`src/rtl/dmem_pkg.sv`:
```
// Shared encodings for the data-memory load/store unit: request control
// codes, FSM states, default DRAM base and an access-size helper.
package dmem_pkg;

  localparam logic [63:0] DRAM_BASE_DEF = 64'h8000_0000;

  typedef enum logic [2:0] {
    RD_NONE = 3'd0, RD_LB = 3'd1, RD_LBU = 3'd2, RD_LH = 3'd3,
    RD_LHU  = 3'd4, RD_LW = 3'd5, RD_LWU = 3'd6, RD_LD = 3'd7
  } rd_ctrl_e;

  typedef enum logic [2:0] {
    WR_NONE = 3'd0, WR_SB = 3'd1, WR_SH = 3'd2, WR_SW = 3'd3, WR_SD = 3'd4
  } wr_ctrl_e;

  typedef enum logic [1:0] {
    S_IDLE = 2'd0, S_READ = 2'd1, S_WRITE = 2'd2, S_RESP = 2'd3
  } state_e;

  // log2 of the access size in bytes; loads take priority over stores
  function automatic logic [1:0] acc_size(logic [2:0] rd, logic [2:0] wr);
    logic [1:0] s;
    s = 2'd0;
    case (rd)
      RD_LB, RD_LBU: s = 2'd0;
      RD_LH, RD_LHU: s = 2'd1;
      RD_LW, RD_LWU: s = 2'd2;
      RD_LD:         s = 2'd3;
      default: begin
        case (wr)
          WR_SH:   s = 2'd1;
          WR_SW:   s = 2'd2;
          WR_SD:   s = 2'd3;
          default: s = 2'd0;
        endcase
      end
    endcase
    return s;
  endfunction

endpackage

```
`src/rtl/dmem_lane_unit.sv`:
```
// Combinational byte-lane datapath: load extract with sign/zero extension
// and store lane merge into an existing dword.
module dmem_lane_unit
  import dmem_pkg::*;
(
  input  logic [63:0] dword,
  input  logic [63:0] wdata,
  input  logic [2:0]  off,
  input  logic [2:0]  rd_ctrl,
  input  logic [2:0]  wr_ctrl,
  output logic [63:0] load_data,
  output logic [63:0] store_data
);

  logic [63:0] rsh;
  logic [63:0] wsh;
  logic [7:0]  be_base;
  logic [7:0]  be;

  assign rsh = dword >> {off, 3'b000};
  assign wsh = wdata << {off, 3'b000};
  assign be  = be_base << off;

  // bring the addressed lane down to bit 0 and extend it
  always_comb begin
    load_data = '0;
    case (rd_ctrl)
      RD_LB:   load_data = {{56{rsh[7]}}, rsh[7:0]};
      RD_LBU:  load_data = {56'd0, rsh[7:0]};
      RD_LH:   load_data = {{48{rsh[15]}}, rsh[15:0]};
      RD_LHU:  load_data = {48'd0, rsh[15:0]};
      RD_LW:   load_data = {{32{rsh[31]}}, rsh[31:0]};
      RD_LWU:  load_data = {32'd0, rsh[31:0]};
      RD_LD:   load_data = rsh;
      default: load_data = '0;
    endcase
  end

  // byte enables before shifting to the target offset
  always_comb begin
    be_base = 8'h00;
    case (wr_ctrl)
      WR_SB:   be_base = 8'h01;
      WR_SH:   be_base = 8'h03;
      WR_SW:   be_base = 8'h0F;
      WR_SD:   be_base = 8'hFF;
      default: be_base = 8'h00;
    endcase
  end

  for (genvar b = 0; b < 8; b++) begin : g_lane
    assign store_data[8*b +: 8] = be[b] ? wsh[8*b +: 8] : dword[8*b +: 8];
  end

endmodule

```
`src/rtl/dmem_lsu.sv`:
```
// Load/store unit between the core MEM stage and a 64-bit dword DRAM.
// Sub-dword stores are done as read-modify-write of the whole dword.
// Optional macro DMEM_MISALIGN_TRAP_EN: when defined, naturally misaligned
// accesses fault; otherwise the low address bits are forced to alignment.
module dmem_lsu
  import dmem_pkg::*;
#(
  parameter logic [63:0] DRAM_BASE = DRAM_BASE_DEF,
  parameter int          AW        = 13
) (
  input  logic          clk,
  input  logic          rst,
  input  logic          req_valid,
  output logic          req_ready,
  input  logic [2:0]    req_rd_ctrl,
  input  logic [2:0]    req_wr_ctrl,
  input  logic [63:0]   req_addr,
  input  logic [63:0]   req_wdata,
  output logic          resp_valid,
  output logic [63:0]   resp_rdata,
  output logic          resp_err,
  output logic          mem_we,
  output logic [AW-1:0] mem_addr,
  output logic [63:0]   mem_wdata,
  input  logic [63:0]   mem_rdata
);

  state_e        state, state_nx;
  logic [2:0]    rd_q, wr_q, off_q;
  logic [63:0]   wdata_q, rbuf_q;
  logic          err_q;
  logic [AW-1:0] addr_q;

  logic [63:0]   rel;
  logic          in_range, bad_ctl, misal, fault, no_op, accept;
  logic [1:0]    size;
  logic [2:0]    amask, off_acc;
  logic [63:0]   load_data, store_data;

  // request decode, evaluated against the live request in IDLE
  assign rel      = req_addr - DRAM_BASE;
  assign in_range = (req_addr >= DRAM_BASE) && ((rel >> (AW + 3)) == 64'd0);
  assign bad_ctl  = ((req_rd_ctrl != RD_NONE) && (req_wr_ctrl != WR_NONE)) ||
                    (req_wr_ctrl > WR_SD);
  assign no_op    = (req_rd_ctrl == RD_NONE) && (req_wr_ctrl == WR_NONE);
  assign size     = acc_size(req_rd_ctrl, req_wr_ctrl);
  assign amask    = (size == 2'd0) ? 3'b000 :
                    (size == 2'd1) ? 3'b001 :
                    (size == 2'd2) ? 3'b011 : 3'b111;
  assign misal    = |(req_addr[2:0] & amask);
  assign accept   = req_valid && (state == S_IDLE);

`ifdef DMEM_MISALIGN_TRAP_EN
  assign fault   = !in_range || bad_ctl || misal;
  assign off_acc = req_addr[2:0];
`else
  assign fault   = !in_range || bad_ctl;
  assign off_acc = req_addr[2:0] & ~amask;
`endif

  // state register
  always_ff @(posedge clk or negedge rst) begin
    if (!rst) state <= S_IDLE;
    else      state <= state_nx;
  end

  // next state: faults and no-ops skip DRAM, SD skips the read
  always_comb begin
    state_nx = state;
    case (state)
      S_IDLE: begin
        if (accept) begin
          if (fault || no_op)          state_nx = S_RESP;
          else if (req_wr_ctrl == WR_SD) state_nx = S_WRITE;
          else                         state_nx = S_READ;
        end
      end
      S_READ:  state_nx = (wr_q != WR_NONE) ? S_WRITE : S_RESP;
      S_WRITE: state_nx = S_RESP;
      default: state_nx = S_IDLE;
    endcase
  end

  // request latches, DRAM index and read capture
  always_ff @(posedge clk or negedge rst) begin
    if (!rst) begin
      rd_q    <= '0;
      wr_q    <= '0;
      off_q   <= '0;
      wdata_q <= '0;
      err_q   <= 1'b0;
      addr_q  <= '0;
      rbuf_q  <= '0;
    end else begin
      if (accept) begin
        rd_q    <= req_rd_ctrl;
        wr_q    <= req_wr_ctrl;
        off_q   <= off_acc;
        wdata_q <= req_wdata;
        err_q   <= fault;
        // index only moves when DRAM is actually touched
        if (!fault && !no_op) addr_q <= rel[AW+2:3];
      end
      if (state == S_READ) rbuf_q <= mem_rdata;
    end
  end

  dmem_lane_unit u_lane (
    .dword      (rbuf_q),
    .wdata      (wdata_q),
    .off        (off_q),
    .rd_ctrl    (rd_q),
    .wr_ctrl    (wr_q),
    .load_data  (load_data),
    .store_data (store_data)
  );

  assign req_ready  = (state == S_IDLE);
  assign resp_valid = (state == S_RESP);
  assign resp_err   = resp_valid && err_q;
  assign resp_rdata = (resp_valid && !err_q) ? load_data : 64'd0;
  // decoded from state so an async reset removes the write at once
  assign mem_we     = (state == S_WRITE);
  assign mem_addr   = addr_q;
  assign mem_wdata  = mem_we ? store_data : 64'd0;

endmodule

```
`config.mk`:
```
export PLATFORM = sky130hd
export DESIGN_NAME = dmem_lsu
export DESIGN_NICKNAME = d
export VERILOG_FILES = /design/src/rtl/dmem_pkg.sv /design/src/rtl/dmem_lane_unit.sv /design/src/rtl/dmem_lsu.sv
export SDC_FILE = /design/constraint.sdc
export NUM_CORES = 1
export LEC_CHECK = 0
export ABC_AREA = 1
export CAP_MARGIN = 10
export CORE_MARGIN = 2
export CORE_UTILIZATION = 43
export DETAILED_ROUTE_END_ITERATION = 10
export PLACE_DENSITY = 0.83
export SETUP_SLACK_MARGIN = 0.2
export SYNTH_ARGS = -nofsm -noshare
export SYNTH_HDL_FRONTEND = slang
export SYNTH_SLANG_ARGS = --single-unit
export TNS_END_PERCENT = 20
```
`constraint.sdc`:
```
create_clock -name clk -period 3.27 [get_ports clk]
set_input_delay 0.8175 -clock clk [delete_from_list [all_inputs] [get_ports clk]]
set_output_delay 0.8175 -clock clk [all_outputs]
set_load 0.1 [all_outputs]
```
# Word-level counts from Yosys, hierarchy flattened
# Index checks and enable logic that the tools add are counted.
# word_totals
latch_bits,0
output_inout_bits,145
ramBits,0
ff_bits,153
rom_bits,0
mem_count,0
# classes
mul,0
n_bitwise,2
n_mux,22
n_eq_ne,27
div,0
add_sub_neg,1
n_reduce_logical,26
order_cmp,2
n_shift,3
# ops
cell,count
$pmux 64 s7,1
$mux 64,2
$ge 64x32->1 const B,1
$logic_not 64->1,1
$mux 8,8
$shl 64x6->64,1
$shr 64x6->64,1
$sub 64x32->64 const B,1
$pmux 8 s4,1
$eq 3x3->1 const B,10
$eq 3x2->1 const B,8
$pmux 2 s3,2
$eq 3x1->1 const B,3
$mux 3,3
$reduce_bool 3->1,3
$pmux 2 s4,1
$shl 8x3->8,1
$logic_and 1x1->1,7
$eq 2x2->1 const B,3
$logic_not 3->1,2
$mux 2,3
$reduce_or 2->1,3
$eq 2x1->1 const B,2
$logic_not 1->1,4
other kinds (8),11

# Longest topological paths before layout
# logic_depth
ltp_word,9
mapped_depth,18

# Hierarchy
# Synthesis repeated with hierarchy kept, for this count alone.
# unflattened
cells_unflattened,2170
area_unflattened_um2,13153.9
# modules_own_cells
module,seq_area_each_um2,n_inst,cells_each,area_each_um2
dmem_lsu,3828.7,1,1101,8197.9
dmem_lane_unit,0.0,1,1069,4956.0

# Least setup slack after synthesis
# No wires, ideal clock.
# synth_path
kind,register -> output
start,register state[0]
end,output port resp_rdata[0]
t_arrival_ns,4.196
slack_ns,-1.743
required_ns,2.453
path_stages_with_launch,7
path_buffers,1
path_cell_list,dfrtp_1 > ha_1 > inv_1 > nor2_1 > o31ai_1 > clkbuf_1 > a211oi_1
# synth_between
elab_chain_cells,3
# synth_rtl
element,line_no,text
from (decl),dmem_lsu.sv:28,"state_e state, state_nx;"
from (signal assigned),dmem_lsu.sv:64,else state <= state_nx;
$eq 2x2->1,dmem_lsu.sv:119,assign resp_valid = (state == S_RESP);
net resp_valid,dmem_lsu.sv:19,"output logic resp_valid,"
$logic_and 1x1->1,dmem_lsu.sv:121,assign resp_rdata = (resp_valid && !err_q) ? load_data : 64'd0;
$mux 64,dmem_lsu.sv:121,
to (decl),dmem_lsu.sv:20,"output logic [63:0] resp_rdata,"
# The timed path passes the listed nets, and every way through them passes these cells.

# Worst setup path in the final report
# layout_path
start,register off_q[0]
end,output port resp_rdata[51]
# layout_between
elab_chain_cells,3
# layout_rtl
element,line_no,text
from (decl),dmem_lsu.sv:29,"logic [2:0] rd_q, wr_q, off_q;"
from (signal assigned),dmem_lsu.sv:89,off_q <= '0;
from (signal assigned),dmem_lsu.sv:98,off_q <= off_acc;
$shr 64x6->64,dmem_lane_unit.sv:20,"assign rsh = dword >> {off, 3'b000};"
$pmux 64 s7,dmem_lane_unit.sv:27,case (rd_ctrl)
$mux 64,dmem_lsu.sv:121,
# Every way passes these cells.

==> flow_summary.toml <==
[floorplanning]
num_io_pins = 346
core-area_mm2 = 0.0269
die-width_um = 169
num_rows = 60
die_height_um = 169
floorplan.initialDensity_pct = 43.7
die-area_mm2 = 0.0287

[global_routing]
grt-ovfl-total = 0
grtUsageTotal_pct = 37.2
first_global_vias = 14200
grt_max_degree = 81
antenna_found_initial = 2
grt_first_pass_wirelength_um = 81600

[cells_and_area]
filler_cell_count = 2033
final_net_count = 2499
layout-drive-gt1-share_pct = 25.6
area.growth.synth_to_final_pct = 70.3
layout.cells.non_filler = 2649

[clock_tree]
h-tree-depth = 4
insertion_delay_ns = 0.44
cts_buffers = 17
path_clk_slew_ns = 0.08
post_cts_hold_buffer_count = 0
cts_tree = "built"
cts_root_buf = "clkbuf_16"
cts.sinks = 153
clk_path_buf_depth = 2

[power]
max-vdd-ir-drop_mv = 0.651
cellLeakagePower_nw = 8.51
power.density_cell_area_mw_per_mm2 = 1170
total_power_w = 0.0235

[sta]
skew_ns = 0.0160
maxClockFrequency_mhz = 287
slew_limit_fails = 0
unrepaired_setup_endpoints_after_global_routing = "true"
final_min_period_over_clock_period_pct = 107
postLayoutSetupSlackWorst_ns = -0.214
period_needed_ns = 3.48
fin_setup_tns_ns = -11.45
hold_ws_ns = 0.377
setup_viol = 90
worst_pin_slew_ns = 0.706
number_of_failing_hold_endpoints_at_the_final_stage = 0
worst_slew_margin_relative_to_its_limit_pct = 52.9

[yosys]
yosys_warnings = 0
synth_nets = 2119
yosysSeqAreaShare_pct = 32.6
synth_enable_flop_cells = 0
post_synth_instance_area_mm2 = 0.0118
synth.distinct_cells = 41
postSynth.topFlopCell = "dfrtp_1"
syn_area_per_cell_um2 = 6.14
syn-instance-count = 1913
synth_commonest_cells = "nand2_1 (591), o21ai_0 (320), nor2_1 (178)"
ys_async_sr_fraction_pct = 100
synth_top_cells_by_area = "dfrtp_1 (33%), nand2_1 (19%), o21ai_0 (14%)"
synth.most_common_cell = "nand2_1"
synth_top_area_share_pct = 32.6
synth_top_area_cell = "dfrtp_1"
synth-seq-cells = 153

[place]
finalWeightedCongestion = 1.03
detailedPlacementHpwl_um = 42600
numPlacedInstances = 2577
portBuffers = 345

[routing]
detailroute.via_count = 15100
initialDrtViolationCount = 2019
vias_per_cell = 5.68
antenna_left = 0
avgRoutedWirePerCell_um = 20.9
drc = 0
wirelength_um = 55400
detailedRoute.firstPassIterationCount = 6

[worst_setup_path]
setup_crit_path_kind = "flip-flop to output port"
timing.critical_path.fanout_max = 7
cp_data_arrival_time_ns = 2.67
setup.worst_path.start_class = "flip-flop"
timing.critical_path.required_ns = 2.45
critPathCaptureType = "output port"

[flow_run]
max_cap_violations = 0

[run_status]
violations = "setup timing"
outcome = "complete, but fails checks"

[min_path]
holdCritPathClass = "input pin to async pin"
[cell type report]
class / instances / area, µm² / share of cell area, %
repair buffers: 490 / 6170 / 30.8
inverters: 180 / 706 / 3.52
diodes: 2 / 5.00 / 0.0250
clock buffers: 17 / 425 / 2.12
multi-input cells: 1451 / 8280 / 41.3
clock inverters: 15 / 176 / 0.881
flip-flops and latches: 153 / 3840 / 19.2
well taps: 341 / 427 / 2.13
[path summary, 6_finish.rpt]
check,from,to,slack [ns],cells past startpoint
max,off_q[0],resp_rdata[51],-0.21,12
min,rst,rbuf_q[29],0.38,1
max in group asynchronous,rst,wdata_q[31],2.11,2
max reg2reg,state[1],off_q[0],1.21,7
min in group clk,wdata_q[59],wdata_q[59],0.48,2
min reg2reg,wdata_q[59],wdata_q[59],0.48,2
[stage by stage]
step | worst slack [ns] | utilization (%) | area [µm²]
floorplan | -0.00412 | - | 13100
finish | -0.214 | 74.5 | 20000
global placement | 0.0632 | 68.8 | 18500
CTS | -0.172 | 72.4 | 19400
detailed placement | -0.0391 | 68.8 | 18500
global route | -0.308 | 74.5 | 20000
[worst max-delay path: stages, from the launching register on]
cell and delay [ns]:
dfrtp_4 0.54, buf_8 0.16, o21ai_2 0.15, inv_2 0.06, a21oi_1 0.16, o21ai_1 0.11, o21ai_2 0.11, nor4_4 0.05
buf_6 0.17, clkbuf_16 0.16, a21oi_1 0.26, a21oi_4 0.11, buf_12 0.19
[repair_timing]
action	in CTS	in global routing
cloned	2	3
gates resized for setup	113	140
pin swaps	37	42
setup endpoints to repair	127	140
buffers inserted	15	18
endpoints found under the hold margin	0	0
[logic make-up after synthesis]
kind of cell	after synthesis	share of synthesized area (%)
multiplexers	10	0.862
buffers and inverters	309	10.2
XOR/XNOR	4	0.298
AO/OA/AOI/OAI	551	25.0
flip-flops	153	32.6
AND/OR/NAND/NOR	881	30.5
adder cells (fa/ha/maj)	5	0.532
[state kept, by name, summed over array words and instances, names as in the netlist]
name / count
rbuf_q: 64
wdata_q: 64
mem_addr: 13
off_q: 3
rd_q: 3
wr_q: 3
state: 2
err_q: 1
[power by group]
group | internal (W) | switching [W] | total (W)
combinational | 0.00595 | 0.0119 | 0.0179
clock | 0.00110 | 0.000983 | 0.00208
sequential | 0.00274 | 0.000817 | 0.00355
[per-layer routing]
metal / vias up / GRT usage, % / part of all wire [%] / wire, µm
met2: 944 / 60.4 / 47 / 25800
met5: - / 0 / 0 / 0
met3: 161 / 6.32 / 9.4 / 5180
met4: 0 / 17.3 / 5.0 / 2750
met1: 6966 / 48.5 / 39 / 21600
li1: 6984 / - / - / -
[placed cells by master (no fill, tap or decap), types with 4 or more instances in the layout]
| cell | n |
|---|---|
| inv_2 | 23 |
| inv_1 | 149 |
| o21bai_1 | 9 |
| a21oi_4 | 58 |
| buf_12 | 146 |
| nand3b_1 | 7 |
| nor2_1 | 161 |
| inv_6 | 4 |
| nor2_4 | 8 |
| mux2i_1 | 9 |
| inv_8 | 6 |
| a221oi_4 | 4 |
| nor2_2 | 19 |
| o21ai_4 | 5 |
| o21ai_1 | 99 |
| a21oi_2 | 38 |
| nand4_1 | 17 |
| clkinvlp_4 | 5 |
| a211oi_4 | 16 |
| nand2_4 | 4 |
| nor3_1 | 14 |
| o211ai_1 | 27 |
| o21ai_0 | 187 |
| a31oi_1 | 5 |
| clkdlybuf4s50_1 | 199 |
| clkbuf_16 | 20 |
| dfrtp_1 | 149 |
| or2_2 | 4 |
| buf_8 | 5 |
| nand3_1 | 36 |
| buf_6 | 14 |
| nor3_2 | 7 |
| o21ai_2 | 35 |
| a31oi_4 | 4 |
| nand2_1 | 582 |
| buf_4 | 122 |
| nand2_2 | 14 |
| a21oi_1 | 54 |
Power figures use the tool's default switching activity.
